`src/rtl/bcd_counter_scan.sv`:
```
// bcd_counter_scan: N-digit BCD up/down counter driving a multiplexed common-anode 7-segment display.
// Latency: count updates on the prescaled tick edge; anode/cathode registered 1 cycle after index/bcd.
// Backpressure: none; free-running display scan, counting gated only by switch/clear.
// Optional build macro LEADING_ZERO_BLANK_EN blanks leading zero digits (digit 0 always shown).
// Reset is synchronous active-low; all outputs are registered.
module bcd_counter_scan #(
  parameter int DIGITS   = 4,
  parameter int TICK_DIV = 5_000_000,
  parameter int SCAN_DIV = 50_000
) (
  input  logic                clk,
  input  logic                rst_n,
  input  logic                switch,
  input  logic                up_dn,
  input  logic                clear,
  output logic [4*DIGITS-1:0] bcd,
  output logic                wrap,
  output logic [DIGITS-1:0]   anode,
  output logic [7:0]          cathode
);

  localparam int TW = (TICK_DIV > 1) ? $clog2(TICK_DIV) : 1;
  localparam int SW = (SCAN_DIV > 1) ? $clog2(SCAN_DIV) : 1;
  localparam int IW = (DIGITS > 1) ? $clog2(DIGITS) : 1;

  localparam logic [TW-1:0] TICK_LAST = TW'(TICK_DIV - 1);
  localparam logic [SW-1:0] SCAN_LAST = SW'(SCAN_DIV - 1);
  localparam logic [IW-1:0] IDX_LAST  = IW'(DIGITS - 1);

  logic [TW-1:0]       r_tick_cnt;
  logic [SW-1:0]       r_scan_cnt;
  logic [IW-1:0]       r_scan_idx;
  logic [4*DIGITS-1:0] r_bcd;
  logic                r_wrap;
  logic [DIGITS-1:0]   r_anode;
  logic [7:0]          r_cathode;

  logic                w_tick;
  logic                w_scan_step;
  logic [4*DIGITS-1:0] w_bcd_nxt;
  logic                w_carry;
  logic [3:0]          w_cnt_dig;
  logic [3:0]          w_dig;
  logic                w_cur_blank;
`ifdef LEADING_ZERO_BLANK_EN
  logic                w_zero_above;
`endif

  // Active-low gfedcba segment pattern for one decimal digit; non-decimal codes blank.
  function automatic logic [6:0] seg7(input logic [3:0] d);
    case (d)
      4'd0:    seg7 = 7'b1000000;
      4'd1:    seg7 = 7'b1111001;
      4'd2:    seg7 = 7'b0100100;
      4'd3:    seg7 = 7'b0110000;
      4'd4:    seg7 = 7'b0011001;
      4'd5:    seg7 = 7'b0010010;
      4'd6:    seg7 = 7'b0000010;
      4'd7:    seg7 = 7'b1111000;
      4'd8:    seg7 = 7'b0000000;
      4'd9:    seg7 = 7'b0010000;
      default: seg7 = 7'b1111111;
    endcase
  endfunction

  assign w_tick      = (r_tick_cnt == TICK_LAST);
  assign w_scan_step = (r_scan_cnt == SCAN_LAST);

  // Ripple increment/decrement across digits; carry out of the top digit is a full-range wrap.
  always_comb begin
    w_bcd_nxt = r_bcd;
    w_carry   = 1'b1;
    w_cnt_dig = 4'd0;
    for (int i = 0; i < DIGITS; i++) begin
      w_cnt_dig = r_bcd[4*i +: 4];
      if (w_carry) begin
        if (up_dn) begin
          if (w_cnt_dig >= 4'd9) begin
            w_bcd_nxt[4*i +: 4] = 4'd0;
          end else begin
            w_bcd_nxt[4*i +: 4] = w_cnt_dig + 4'd1;
            w_carry             = 1'b0;
          end
        end else begin
          if (w_cnt_dig == 4'd0) begin
            w_bcd_nxt[4*i +: 4] = 4'd9;
          end else if (w_cnt_dig > 4'd9) begin
            // Illegal code can't occur from reset; fold it back into range.
            w_bcd_nxt[4*i +: 4] = 4'd9;
            w_carry             = 1'b0;
          end else begin
            w_bcd_nxt[4*i +: 4] = w_cnt_dig - 4'd1;
            w_carry             = 1'b0;
          end
        end
      end
    end
  end

  // Select the scanned digit and decide whether it is a blanked leading zero.
  always_comb begin
    w_dig       = 4'd0;
    w_cur_blank = 1'b0;
`ifdef LEADING_ZERO_BLANK_EN
    w_zero_above = 1'b1;
`endif
    for (int i = DIGITS - 1; i >= 0; i--) begin
`ifdef LEADING_ZERO_BLANK_EN
      w_zero_above = w_zero_above & (r_bcd[4*i +: 4] == 4'd0);
`endif
      if (IW'(i) == r_scan_idx) begin
        w_dig = r_bcd[4*i +: 4];
`ifdef LEADING_ZERO_BLANK_EN
        w_cur_blank = (i != 0) && w_zero_above;
`endif
      end
    end
  end

  // Count-tick prescaler; clear realigns it so the next tick is a full period away.
  always_ff @(posedge clk) begin
    if (!rst_n || clear || w_tick) begin
      r_tick_cnt <= '0;
    end else begin
      r_tick_cnt <= r_tick_cnt + TW'(1);
    end
  end

  // Counter state and one-cycle wrap pulse; clear has priority over counting.
  always_ff @(posedge clk) begin
    if (!rst_n) begin
      r_bcd  <= '0;
      r_wrap <= 1'b0;
    end else if (clear) begin
      r_bcd  <= '0;
      r_wrap <= 1'b0;
    end else if (w_tick && switch) begin
      r_bcd  <= w_bcd_nxt;
      r_wrap <= w_carry;
    end else begin
      r_wrap <= 1'b0;
    end
  end

  // Scan prescaler and digit index, free-running regardless of count controls.
  always_ff @(posedge clk) begin
    if (!rst_n) begin
      r_scan_cnt <= '0;
      r_scan_idx <= '0;
    end else if (w_scan_step) begin
      r_scan_cnt <= '0;
      r_scan_idx <= (r_scan_idx == IDX_LAST) ? '0 : r_scan_idx + IW'(1);
    end else begin
      r_scan_cnt <= r_scan_cnt + SW'(1);
    end
  end

  // Registered display drive: one anode low, segments for that digit, dp off.
  always_ff @(posedge clk) begin
    if (!rst_n) begin
      r_anode   <= '1;
      r_cathode <= 8'hFF;
    end else begin
      r_anode   <= ~(DIGITS'(1) << r_scan_idx);
      r_cathode <= w_cur_blank ? 8'hFF : {1'b1, seg7(w_dig)};
    end
  end

  assign bcd     = r_bcd;
  assign wrap    = r_wrap;
  assign anode   = r_anode;
  assign cathode = r_cathode;

endmodule

```
`config.mk`:
```
export PLATFORM = sky130hd
export DESIGN_NAME = bcd_counter_scan
export DESIGN_NICKNAME = d
export VERILOG_FILES = /design/src/rtl/bcd_counter_scan.sv
export SDC_FILE = /design/constraint.sdc
export NUM_CORES = 1
export LEC_CHECK = 0
export CAP_MARGIN = 20
export CORE_ASPECT_RATIO = 0.8
export CORE_MARGIN = 1
export CORE_UTILIZATION = 60
export CTS_BUF_LIST = sky130_fd_sc_hd__clkbuf_8
export DETAILED_ROUTE_END_ITERATION = 12
export MAX_ROUTING_LAYER = met4
export PLACE_DENSITY = 0.82
export SYNTH_ARGS = -nofsm -noshare
export SYNTH_HDL_FRONTEND = slang
export SYNTH_SLANG_ARGS = --single-unit
export TNS_END_PERCENT = 100
```
`constraint.sdc`:
```
create_clock -name clk -period 5.7 [get_ports clk]
set_input_delay 1.14 -clock clk [delete_from_list [all_inputs] [get_ports clk]]
set_output_delay 1.14 -clock clk [all_outputs]
set_load 0.01 [all_outputs]
```
==> run_results.csv <==
group,metric,value,unit
clock_network,clock_latency,0.34,ns
sta,tightest_slew,0.542,ns
grt,grt_max_degree,38,
sta,finClkSkew,0.00967,ns
status,status,"completed",
placed_design,place_inst,587,
yosys,synth-async-reset-ratio,0,
die,die_x,95.3,um
setup_path,cp_top_family,"simple AND/OR/NAND/NOR gates",
clock_network,cts-root-buf,"clkbuf_8",
grt,antenna_found_initial,0,
cells_and_area,drive_gt1_frac,0.0771,
drt,detail-route-antenna-nets,0,
die,io_pins,34,
cells_and_area,final_common_cell,"dfxtp_1",
die,core_area,6540,um2
clock_network,post_cts_resized,0,
sta,layout_setup_ws,2.78,ns
power,irDropWorstVdd,194,uV
placed_design,placed_area,4490,um2
setup_path,worst_ep_arrival_time,3.20,ns
setup_path,critical_path_class,"in2reg",
yosys,synth_seq_cells,69,
power,p_comb_frac,0.042,
placed_design,pre_cts_ws,2.45,ns
setup_path,path_buf_inv,2,
grt,grt_overflow,0,
power,leakage,1.73,nW
yosys,synth_seq_area_share,0.331,
setup_path,r2r_setup_slack,3.13,ns
sta,setup_violations,0,
hold_path,worstHoldPathType,"reg2reg",
yosys,synth.top_cell.area_share,0.331,
die,dieArea,7300,um2
placed_design,finalWeightedCongestion,0.912,
die,fp-row-count,26,
sta,fin_setup_tns,0,ns
cells_and_area,syn2layout_area_growth,12.5,%
cells_and_area,stdcell_count,603,
power,switching_share,0.214,
clock_network,ctsHoldBuffers,0,
setup_path,worstSetupStartpointType,"input pin",
cells_and_area,fin_area,4700,um2
setup_path,cp_max_fo,37,
die,start_util,0.639,
drt,avgRoutedWirePerCell,14.6,um
yosys,synthesis.nets,521,
clock_network,cts_max_level,3,
clock_network,cts_sinks,69,
sta,finalMaxSlewViolations,0,
grt,grt_usage,0.263,
drt,vias_per_cell,5.92,
setup_path,worstReg2RegEnd,"cathode[0]",
sta,rsz0062_at_grt,"false",
sta,clock.fmax,343,MHz
yosys,syn_inst,492,
hold_path,worstHoldStart,"r_tick_cnt[0]",
sta,relSlewSlack,0.637,
drt,drt_iter0_drc,232,
power,clkPwrFrac,0.441,
power,p_int,0.744,mW
drt,vias,3571,
clock_network,cts_setup_buffers,0,
setup_path,max_stage_delay,0.51,ns
power,p_per_area,202,nW/um2
clock_network,ctsLongestPathBuffers,2,
setup_path,rr_worst_depth,9,
power,switching_power,0.203,mW
clock_network,cts_tree,"yes",
cells_and_area,diodes,0,
placed_design,numPortBuffers,32,
drt,drc,0,
setup_path,crit_chain,"clkdlybuf4s50_1, buf_4, or4b_4, o21ai_2, nor4b_4, mux2_4, nor2_1",
yosys,ys.flop_type,"dfxtp_1",
yosys,yosysWarnings,0,
cells_and_area,final_nets,544,
sta,fin_crit,2.92,ns
drt,firstDrtPassIters,4,
job,drv_cap,0,
cells_and_area,finish.utilization,0.719,
yosys,synth_top_area_cell,"dfxtp_1",
clock_network,numCtsBuffers,9,
cells_and_area,fillers,541,
hold_path,hold_path_end,"r_tick_cnt[0]",
setup_path,cp-end-kind,"flop",
placed_design,hpwlAfterDp,6.20,mm
grt,grt_pass1_wl,14.8,mm
yosys,synth_area,4180,um2
sta,holdWs,0.451,ns
sta,period_share,0.512,
die,die-height,76.6,um
sta,finalHoldViolations,0,
yosys,synth_edf_count,0,
setup_path,critPathRequiredTime,5.98,ns
setup_path,cp_num_cells,7,
setup_path,slowest_stage,"or4b_4",
grt,grt_pass1_vias,3224,
power,power,0.947,mW
cells_and_area,final_cell_mix,"69 x dfxtp_1, 60 x nor2_1, 32 x clkdlybuf4s50_1, 30 x nand2_1, 28 x inv_1",
setup_path,r2r-start,"r_scan_idx[0]",
yosys,syn_area_per_cell,8.49,um2
power,p_seq_frac,0.517,
clock_network,clk_pin_slew_worst_paths,0.07,ns
hold_path,holdPathStages,1,
yosys,synth_cell_types,81,
drt,drt-total-wl,8.83,mm
yosys,synthTopCellsByArea,"dfxtp_1 33%, ha_1 7.2%, nor2_1 5.4%",
[layout make-up]
class,count,area (um2),area share
Multi-Input combinational cell,374,2570,0.547
Sequential cell,69,1380,0.294
Timing Repair Buffer,35,340,0.0724
Clock buffer,9,124,0.0264
Tap cell,84,105,0.0224
Inverter,26,97.6,0.0208
Clock inverter,6,81.3,0.0173
[synthesized netlist by cell type, types with 3 or more instances]
library cell and instances:
dfxtp_1 69, nor2_1 60, nand2_1 30, inv_1 26
ha_1 24, a21oi_1 23, xor2_1 18, nand4_1 17
o21ai_0 16, xnor2_1 16, nand3_1 15, and3_1 13
nor3_1 13, nor2b_1 11, clkbuf_1 9, a211oi_1 8
mux2i_1 8, nor3b_1 8, buf_2 6, nand2b_1 6
or3_1 5, nand3b_1 4, o211ai_1 4, o31ai_1 4
a31oi_1 3, buf_4 3, nor4_1 3, o21bai_1 3
o22ai_1 3
[registers in the layout, indices dropped and copies added, names as in the netlist]
| name | cells |
|---|---|
| anode | 4 |
| bcd | 16 |
| r_tick_cnt | 23 |
| r_scan_cnt | 16 |
| wrap | 1 |
| r_scan_idx | 2 |
| cathode | 7 |
[metal layers]
metal | routed length, um | part of all wire | vias to the layer above | global-route usage
met5 | 0 | 0 | - | -
met4 | 100 | 0.011 | 0 | 0.0848
met3 | 402 | 0.046 | 14 | 0.0539
met2 | 4030 | 0.46 | 84 | 0.381
met1 | 4300 | 0.49 | 1678 | 0.361
li1 | - | - | 1795 | -
[power groups by stage]
stage	registers [mW]	logic, mW	clock network [mW]
after floorplan	0.501	0.0259	0
after global placement	0.500	0.0388	0
after detailed placement	0.500	0.0396	0
after CTS	0.489	0.0397	0.426
after global routing	0.490	0.0442	0.451
final	0.489	0.0399	0.418
[cell families (layout without fill, tap and decap cells)]
group | count (synthesis) | count (layout) | share of synthesized area
AND/OR/NAND/NOR | 215 | 215 | 0.299
AO/OA/AOI/OAI | 91 | 91 | 0.149
flip-flops | 69 | 69 | 0.331
buffers and inverters | 49 | 76 | 0.0539
XOR/XNOR | 34 | 34 | 0.0713
adder cells (fa/ha/maj) | 24 | 24 | 0.0719
multiplexers | 9 | 9 | 0.0228
other | 1 | 1 | 0.000898
[worst max-delay path by stage]
stage | slack, ns | startpoint | end
after floorplan | 3.09 | up_dn | bcd[9]
after global placement | 2.49 | up_dn | bcd[9]
after detailed placement | 2.45 | up_dn | bcd[9]
after CTS | 2.81 | up_dn | bcd[9]
after global routing | 2.65 | up_dn | bcd[12]
final | 2.78 | up_dn | bcd[9]
[worst reg2reg max path: cells and delay by family (launching register included)]
kind            cells  cell delay (ns)
buf+inv             2             0.24
fa+ha+maj           2             0.57
simple gates        2             0.48
flops               1             0.41
compound gates      3             0.71
(Power assumes the default switching activity.)
==> RTL change (same flow settings) <==
Build with the macro `LEADING_ZERO_BLANK_EN` defined.
--- a/src/rtl/bcd_counter_scan.sv
+++ b/src/rtl/bcd_counter_scan.sv
@@ -3,6 +3,8 @@
 // Backpressure: none; free-running display scan, counting gated only by switch/clear.
 // Optional build macro LEADING_ZERO_BLANK_EN blanks leading zero digits (digit 0 always shown).
 // Reset is synchronous active-low; all outputs are registered.
+`define LEADING_ZERO_BLANK_EN
+
 module bcd_counter_scan #(
   parameter int DIGITS   = 4,
   parameter int TICK_DIV = 5_000_000,
Formal check against the unedited RTL: no difference found for any inputs over 10 cycles, from zero or initial values and one cycle with rst_n low; that may be too few to reach the edited logic, so the function may still have changed.
==> RTL change against the unedited design <==
- routed wire length grew 2.1%
- worst setup slack lost 0.42 ns
- global-route usage rose by 1.1 points
- synthesized area is 2.0% lower
- total power is 1.6% lower
- register-to-register slack got worse by 0.03 ns
- sequential cell count unchanged
- design area shrank 1.9%
- largest cell class unchanged
- highest routed layer unchanged
==> RTL change: results (changes against the unedited design) <==
hold path cells: 1 (unchanged)
Distinct cells, synth: 67 (-17%)
first-iteration detailed-routing DRC count: 223 (-3.9%)
wl on met1: 4260 um (-0.81%)
top cells by area, synth: dfxtp_1 34%, ha_1 7.0%, nor2_1 5.2%, xnor2_1 4.1%, a21oi_1 3.9%
critical path's top delay family: buffers and inverters
Most flops, register: r_tick_cnt
vias in the first global route: 3278 (+1.7%)
final wirelength: 9010 um (+2.1%)
Leakage: 1.64 nW (-5.0%)
yosys warns: 0 (unchanged)
FF-to-FF End: bcd[15]
Worst Hold Endpoint: r_tick_cnt[0]
largest fanout on the critical path: 29 (-22%)
dpl hpwl: 6460 um (+4.2%)
met3 routed WL: 365 um (-9.2%)
Antenna Violating Nets Remaining: 0 (unchanged)
Synth top cells by count: 69 x dfxtp_1, 57 x nor2_1, 37 x nand2_1, 32 x a21oi_1, 26 x inv_1
R2R setup slack: 3.10 ns (-0.03 ns)
clock skew: 0.00943 ns (-0.000243 ns)
post-synthesis sequential area ratio: 33.8% (+0.68 points)
worst vdd ir: 0.000168 V (-13%)
Placer Congestion: 0.852 (-6.5%)
Filler cells: 513 (-5.2%)
Rel. slew slack: 37.5% (-26 points)
Post-Synthesis Net Count: 523 (+0.38%)
Critical Path Slowest Stage Cell: clkdlybuf4s50_1
reg2reg path depth: 7 (-2)
status: finished clean
share of cells above drive strength 1: 7.10% (-0.61 points)
post-CTS setup buffer count: 0 (unchanged)
DR WL met2: 4180 um (+3.7%)
All-Layer GR Usage: 27.4% (+1.1 points)
drt first pass iters: 7 (+3)
pin count of the biggest net entering global routing: 30 (-21%)
CP arrival: 3.60 ns (+0.40 ns)
FF-to-FF Start: bcd[4]
sw frac: 23.2% (+1.8 points)
first-pass GRT wire length: 14800 um (-0.37%)
Hold WC Path Type: reg2reg
Max stage delay on crit path: 0.73 ns (+0.22 ns)
vias: 3593 (+0.62%)
RTL change: cell types whose count changed in the layout (fill, tap and decap cells not counted), sizes merged, moves of 6 or more:
cell,before,now
nand2,30,38
o21ai,17,23
a211oi,9,3
nand4,18,12
a21oi,24,32
RTL change: power groups by stage:
stage,sequential (mW),combinational (mW),clock [mW]
after floorplan,0.502,0.0256,0
after global placement,0.500,0.0390,0
after detailed placement,0.501,0.0401,0
after CTS,0.489,0.0403,0.409
after global routing,0.490,0.0444,0.432
final,0.489,0.0404,0.402
RTL change: area by class of cell:
| cell class | instances | area (um2) | area share, % |
|---|---|---|---|
| Timing Repair Buffer | 33 | 328 | 7.11 |
| Multi-Input combinational cell | 376 | 2490 | 54.1 |
| Clock inverter | 6 | 62.6 | 1.36 |
| Inverter | 27 | 101 | 2.20 |
| Clock buffer | 10 | 138 | 2.99 |
| Tap cell | 84 | 105 | 2.28 |
| Sequential cell | 69 | 1380 | 30.0 |
RTL change: cells by family (layout without fill, tap and decap cells):
family	count (synthesis)	in the layout	synth area share, %
AND/OR/NAND/NOR	203	203	26.8
buffers and inverters	50	76	5.38
AO/OA/AOI/OAI	101	101	16.0
other	1	1	0.0917
multiplexers	16	16	4.04
flip-flops	69	69	33.8
adder cells (fa/ha/maj)	23	23	7.03
XOR/XNOR	32	32	6.85
RTL change: per-stage QoR:
step | area, um2 | util (%) | setup WS, ns | hold slack [ns] | std cells
after floorplan | 4090 | - | 3.19 | 0.413 | 495
after global placement | 4410 | 68.1 | 2.11 | 0.424 | 589
after detailed placement | 4410 | 68.1 | 2.00 | 0.434 | 589
after CTS | 4610 | 71.2 | 2.36 | 0.445 | 605
after global routing | 4610 | 71.2 | 2.22 | 0.466 | 605
final | 4610 | 71.2 | 2.36 | 0.439 | 605
RTL change: per-layer routing:
metal  global-route usage (%)  up-vias
met2                     43.6       91
met1                     33.7     1690
met3                     6.09       24
met5                        -        -
li1                         -     1788
met4                     12.0        0
RTL change: how the worst max path moves through the flow:
stage,startpoint,to,slack [ns],depth (start not counted)
2_1_floorplan,switch,bcd[15],3.19,5
3_5_place_dp,up_dn,bcd[15],2.00,7
3_3_place_gp,up_dn,bcd[15],2.11,7
6_report,up_dn,bcd[15],2.36,7
5_1_grt,up_dn,bcd[15],2.22,7
4_1_cts,up_dn,bcd[15],2.36,7
